==> src/rtl/expr_sig_collector_pkg.sv <==
// ----------------------------------------------------------------------------
// expr_sig_pkg : shared types, constants and the 90-bit fold for the collector
// Rev 1.0
// ----------------------------------------------------------------------------
`default_nettype none

package expr_sig_pkg;

    localparam int          SIG_W    = 32;
    localparam logic [31:0] DEF_POLY = 32'h04C11DB7;
    localparam logic [31:0] DEF_SEED = 32'hFFFFFFFF;

    typedef enum logic [1:0] {
        IDLE = 2'd0,
        RUN  = 2'd1,
        DONE = 2'd2
    } sig_state_t;

    // Caller zero-extends the result word to 96 bits before folding.
    function automatic logic [SIG_W-1:0] fold90(input logic [95:0] d);
        return d[31:0] ^ d[63:32] ^ d[95:64];
    endfunction

endpackage

`default_nettype wire

==> src/rtl/expr_sig_collector_if.sv <==
// ----------------------------------------------------------------------------
// expr_sig_if : valid/ready result-word channel into the signature collector
// Rev 1.0
// ----------------------------------------------------------------------------
`default_nettype none

interface expr_sig_if #(
    parameter int DATA_W = 90
);
    logic              in_valid;
    logic              in_ready;
    logic [DATA_W-1:0] in_data;

    modport master (output in_valid, output in_data, input  in_ready);
    modport slave  (input  in_valid, input  in_data, output in_ready);
endinterface

`default_nettype wire

==> src/rtl/expr_sig_collector_misr_step.sv <==
// ----------------------------------------------------------------------------
// expr_sig_misr_step : one combinational MISR update (sig, data) -> sig'
// Rev 1.0
// ----------------------------------------------------------------------------
`default_nettype none

module expr_sig_misr_step
    import expr_sig_pkg::*;
#(
    parameter int          DATA_W = 90,
    parameter logic [31:0] POLY   = DEF_POLY
) (
    input  wire logic [SIG_W-1:0]  sig_i,
    input  wire logic [DATA_W-1:0] data_i,
    output logic      [SIG_W-1:0]  sig_o
);
    logic [95:0]      ext_w;
    logic [SIG_W-1:0] fold_w;

    assign ext_w  = 96'(data_i);
    assign fold_w = fold90(ext_w);
    assign sig_o  = {sig_i[SIG_W-2:0], 1'b0} ^ (sig_i[SIG_W-1] ? POLY : '0) ^ fold_w;

endmodule

`default_nettype wire

==> src/rtl/expr_sig_collector.sv <==
// ----------------------------------------------------------------------------
// expr_sig_collector : compresses a fixed-length run of result words into a
// MISR signature and flags pass/fail against a captured golden value. Rev 1.0
// ----------------------------------------------------------------------------
`default_nettype none

module expr_sig_collector
    import expr_sig_pkg::*;
#(
    parameter int          DATA_W    = 90,
    parameter int          N_SAMPLES = 256,
    parameter logic [31:0] POLY      = DEF_POLY,
    parameter logic [31:0] SEED      = DEF_SEED
) (
    input  wire logic             clk,
    input  wire logic             rst_n,
    input  wire logic             start,
    input  wire logic             abort,
    input  wire logic [SIG_W-1:0] expected_sig,
    expr_sig_if.slave             in_if,
    output logic                  busy,
    output logic                  done,
    output logic                  pass,
    output logic      [SIG_W-1:0] signature,
    output logic      [15:0]      count
);
    localparam logic [15:0] LAST_IDX = 16'(N_SAMPLES - 1);

    sig_state_t       state_q, state_d;
    logic [SIG_W-1:0] sig_q, sig_d;
    logic [SIG_W-1:0] exp_q, exp_d;
    logic [15:0]      count_q, count_d;
    logic             pass_q, pass_d;
    logic [SIG_W-1:0] step_w;
    logic             accept_w;

    expr_sig_misr_step #(
        .DATA_W (DATA_W),
        .POLY   (POLY)
    ) u_step (
        .sig_i  (sig_q),
        .data_i (in_if.in_data),
        .sig_o  (step_w)
    );

    assign in_if.in_ready = (state_q == RUN);
    // Abort wins over a coinciding handshake: the word is dropped.
    assign accept_w = in_if.in_valid && (state_q == RUN) && !abort;

    always_comb begin
        state_d = state_q;
        sig_d   = sig_q;
        exp_d   = exp_q;
        count_d = count_q;
        pass_d  = pass_q;
        case (state_q)
            IDLE: begin
                if (start && !abort) begin
                    state_d = RUN;
                    sig_d   = SEED;
                    count_d = '0;
                    exp_d   = expected_sig;
                end
            end
            RUN: begin
                if (abort) begin
                    state_d = IDLE;
                    pass_d  = 1'b0;
                end else if (accept_w) begin
                    sig_d   = step_w;
                    count_d = count_q + 16'd1;
                    if (count_q == LAST_IDX) begin
                        state_d = DONE;
                        pass_d  = (step_w == exp_q);
                    end
                end
            end
            DONE: begin
                if (abort) begin
                    state_d = IDLE;
                    pass_d  = 1'b0;
                end else if (start) begin
                    state_d = RUN;
                    sig_d   = SEED;
                    count_d = '0;
                    exp_d   = expected_sig;
                    pass_d  = 1'b0;
                end
            end
            default: state_d = IDLE;
        endcase
    end

    always_ff @(posedge clk or negedge rst_n) begin
        if (!rst_n) begin
            state_q <= IDLE;
            sig_q   <= '0;
            exp_q   <= '0;
            count_q <= '0;
            pass_q  <= 1'b0;
        end else begin
            state_q <= state_d;
            sig_q   <= sig_d;
            exp_q   <= exp_d;
            count_q <= count_d;
            pass_q  <= pass_d;
        end
    end

    assign busy      = (state_q == RUN);
    assign done      = (state_q == DONE);
    assign pass      = pass_q;
    assign signature = sig_q;
    assign count     = count_q;

endmodule

`default_nettype wire

==> src/flat_wrapper.sv <==
// flat-port wrapper written by rule: the top's interface ports become plain ports
module expr_sig_collector_flat import expr_sig_pkg::*;
#(
    parameter int          DATA_W    = 90,
    parameter int          N_SAMPLES = 256,
    parameter logic [31:0] POLY      = DEF_POLY,
    parameter logic [31:0] SEED      = DEF_SEED
)
  (clk, rst_n, start, abort, expected_sig, busy, done, pass, signature, count, in_if_in_valid, in_if_in_data, in_if_in_ready);
  expr_sig_if #(.DATA_W(DATA_W)) in_if_i ();
  input  wire logic clk;
  input  wire logic rst_n;
  input  wire logic start;
  input  wire logic abort;
  input  wire logic [SIG_W-1:0] expected_sig;
  output logic busy;
  output logic done;
  output logic pass;
  output logic      [SIG_W-1:0] signature;
  output logic      [15:0] count;
  input wire logic [$bits(in_if_i.in_valid)-1:0] in_if_in_valid;
  input wire logic [$bits(in_if_i.in_data)-1:0] in_if_in_data;
  output wire logic [$bits(in_if_i.in_ready)-1:0] in_if_in_ready;
  assign in_if_i.in_valid = in_if_in_valid;
  assign in_if_i.in_data = in_if_in_data;
  assign in_if_in_ready = in_if_i.in_ready;
  expr_sig_collector #(.DATA_W(DATA_W), .N_SAMPLES(N_SAMPLES), .POLY(POLY), .SEED(SEED)) u_core (.clk(clk), .rst_n(rst_n), .start(start), .abort(abort), .expected_sig(expected_sig), .in_if(in_if_i), .busy(busy), .done(done), .pass(pass), .signature(signature), .count(count));
endmodule
==> config.mk <==
export PLATFORM = sky130hd
export DESIGN_NAME = expr_sig_collector_flat
export DESIGN_NICKNAME = d
export VERILOG_FILES = /design/src/rtl/expr_sig_collector_pkg.sv /design/src/rtl/expr_sig_collector_if.sv /design/src/rtl/expr_sig_collector_misr_step.sv /design/src/rtl/expr_sig_collector.sv /design/src/flat_wrapper.sv
export SDC_FILE = /design/constraint.sdc
export NUM_CORES = 1
export LEC_CHECK = 0
export ABC_CLOCK_PERIOD_IN_PS = 3300
export CORE_MARGIN = 3
export CORE_UTILIZATION = 55
export DETAILED_ROUTE_END_ITERATION = 8
export DONT_BUFFER_PORTS = 1
export PLACE_DENSITY = 0.7
export SETUP_SLACK_MARGIN = 0.5
export SLEW_MARGIN = 5
export SYNTH_ARGS = -nofsm -noshare
export SYNTH_HDL_FRONTEND = slang
export SYNTH_SLANG_ARGS = --single-unit
==> constraint.sdc <==
create_clock -name clk -period 3.3 [get_ports clk]
set_clock_uncertainty 0.05 [all_clocks]
set_input_delay 0.66 -clock clk [delete_from_list [all_inputs] [get_ports clk]]
set_output_delay 0.66 -clock clk [all_outputs]
set_load 0.02 [all_outputs]
==> qor.csv <==
metric,value,unit
drc_errors,0,
cts_tree,yes,
cts_buffers,9,
status,completed,
antennaDiodeCount,0,
final_cell_mix,"xnor2_1, dfrtp_1, nor2_1",
vias,3182,
drive_above_1_share,14.3,%
whs,0.138,ns
viasPerCell,5.89,
fill_cells,711,
routed_wl,11100,um
maxCapViolations,0,
core,8380,um^2
multiInputGateArea,2720,um^2
synth_top_family_by_area,XOR/XNOR gates,
synth_fp_nets,556,
highest_layer,met4,
startpoint_type,flip-flop,
synth-seq-area-share,42.8,%
setup-tns-final,0,ns
synth-seq-cells,83,
postRouteAntennaNets,0,
path_max_fanout,3,
power.internal,0.00236,W
cts_max_level,3,
p_leak,2.22,nW
antenna_found_initial,0,
dieArea,9980,um^2
crit_arrival,2.80,ns
ios,179,
grt_first_pass_wirelength,17000,um
wl_met2,5480,um
seq_area,2080,um^2
first_pass_iters,4,
ys_async_sr_fraction,100,%
drt-initial-drc-count,109,
slew_violations,0,
p_clk_share,22.3,%
swShare,35.2,%
worst_slew_pin_slew,0.675,ns
dr_wl_met3,904,um
rsz0062_at_grt,false,
critPathKind,flip-flop to flip-flop,
cp.required,3.51,ns
clock_sinks,83,
grt_max_degree,84,
hold_class,input port to asynchronous set/reset pin,
cts-root-buf,clkbuf_8,
fin_crit,2.59,ns
die_h,99.9,um
yosys.cell_types.count,39,
syn2layout_area_growth,7.77,%
synthMuxAreaShare,7.64,%
setup_viol,0,
wl_met1,4450,um
synth_compound_area_share,5.34,%
synthesis.area,4850,um^2
ys_top_cells_by_area,"dfrtp_1, xnor2_1, xnor3_1",
clock_latency,0.35,ns
port_buffers,0,
first_global_vias,3227,
yosysWarningCount,0,
synth-xor-area-share,31.0,%
wl_per_cell,20.5,um
mostFrequentLayoutCell,xnor2_1,
ir_drop,0.363,mV
synth_cells,428,
p_per_area,696,nW/um^2
start_util,57.9,%
post_synth_and_or_nand_nor_area_fraction,11.2,%
nNetsFinal,558,
relSlewSlack,55.0,%
switchingPower,0.00128,W
share_seq_of_total_power,42.1,%
synth_edf_count,0,
clock.fmax,386,MHz
synthAdderAreaFrac,0.258,%
synth_ff_type,dfrtp_1,
gp_congestion,0.830,
post-route-period-util,78.6,%
synth_area_leader_cell,dfrtp_1,
clock_path_buffers,2,
post-dp-hpwl,8290,um
clkSlewWorstSetupHoldPaths,0.09,ns
cp-end-kind,flip-flop,
final_hold_viol_count,0,
die_w,99.9,um
synth_top_area_share,42.8,%
avgSynthCellArea,11.3,um^2
grt_overflow,0,
grt_usage,22.2,%
comb_power_share,35.6,%
rows,33,
timing repair:
action	in CTS	in global routing
endpoints found under the hold margin	83	0
hold buffers	1	0
buffers inserted	0	0
gates resized for setup	0	4
setup endpoints to repair	0	1
worst paths after layout:
kind	from	end	slack, ns	cells after the start
setup / recovery	u_core.signature[7]	u_core.pass	0.71	6
hold / removal	rst_n	u_core.count[10]	0.14	1
setup reg to reg	u_core.signature[7]	u_core.pass	0.71	6
hold reg to reg	u_core.exp_q[24]	u_core.exp_q[24]	0.46	1
max in group asynchronous	rst_n	u_core.signature[7]	2.69	1
min in group clk	abort	u_core.state_q[1]	0.31	1
through the flow:
| step | instance area (um^2) | setup slack (ns) | util [%] | instances | power (W) |
|---|---|---|---|---|---|
| 6_report | 5230 | 0.706 | 62.4 | 540 | 0.00364 |
| 5_1_grt | 5230 | 0.547 | 62.4 | 540 | 0.00384 |
| 4_1_cts | 5220 | 0.548 | 62.2 | 540 | 0.00366 |
| 3_5_place_dp | 4970 | 0.488 | 59.3 | 523 | 0.00282 |
| 3_3_place_gp | 4970 | 0.640 | 59.3 | 523 | 0.00279 |
| 2_1_floorplan | 4850 | 0.718 | - | 428 | 0.00255 |
critical path: stages, from the launching register on:
cell       delay [ns]
dfrtp_2          0.48
xnor3_1          0.42
nor3b_1          0.16
or4b_1           0.54
a2111oi_2        0.36
nand4b_1         0.18
o41ai_2          0.32
power by group through the flow:
stage	clock network [W]	logic (W)	registers [W]
6_report	0.000810	0.00130	0.00153
3_3_place_gp	0	0.00125	0.00154
3_5_place_dp	0	0.00126	0.00155
5_1_grt	0.000865	0.00141	0.00156
2_1_floorplan	0	0.00106	0.00150
4_1_cts	0.000823	0.00130	0.00153
cell usage after synthesis (all sizes together) (2+ instances only):
| master | number |
|---|---|
| a21oi | 35 |
| and3 | 3 |
| and4 | 2 |
| buf | 3 |
| clkbuf | 12 |
| dfrtp | 83 |
| inv | 5 |
| mux2 | 32 |
| nand2 | 12 |
| nand2b | 4 |
| nand3 | 7 |
| nand4 | 11 |
| nor2 | 53 |
| nor3b | 3 |
| nor4 | 2 |
| o21ai | 7 |
| or3b | 2 |
| or4 | 3 |
| xnor2 | 83 |
| xnor3 | 23 |
| xor2 | 27 |
layer usage:
| layer | global-route usage, % | up-vias |
|---|---|---|
| li1 | - | 1465 |
| met2 | 37.2 | 142 |
| met3 | 5.91 | 20 |
| met1 | 27.7 | 1555 |
| met4 | 8.09 | 0 |
| met5 | 0 | - |
sequential cells by signal, indices dropped and copies added, names as in the netlist:
signal            count
u_core.state_q        2
u_core.exp_q         32
u_core.signature     32
u_core.pass           1
u_core.count         16
logic make-up (layout without fill, tap and decap cells):
group           count (synthesis)  after routing
xor+xnor                      134            134
fa+ha+maj                       1              1
simple gates                  110            110
mux                            33             33
buf+inv                        20             27
compound gates                 47             47
flops                          83             83
area by class of cell:
class / count / share of cell area (%)
Clock inverter: 7 / 1.77
Sequential cell: 83 / 39.8
Timing Repair Buffer: 6 / 1.24
Multi-Input combinational cell: 325 / 52.0
Inverter: 5 / 0.359
Clock buffer: 9 / 2.37
Tap cell: 105 / 2.51
Power figures use the tool's default switching activity.
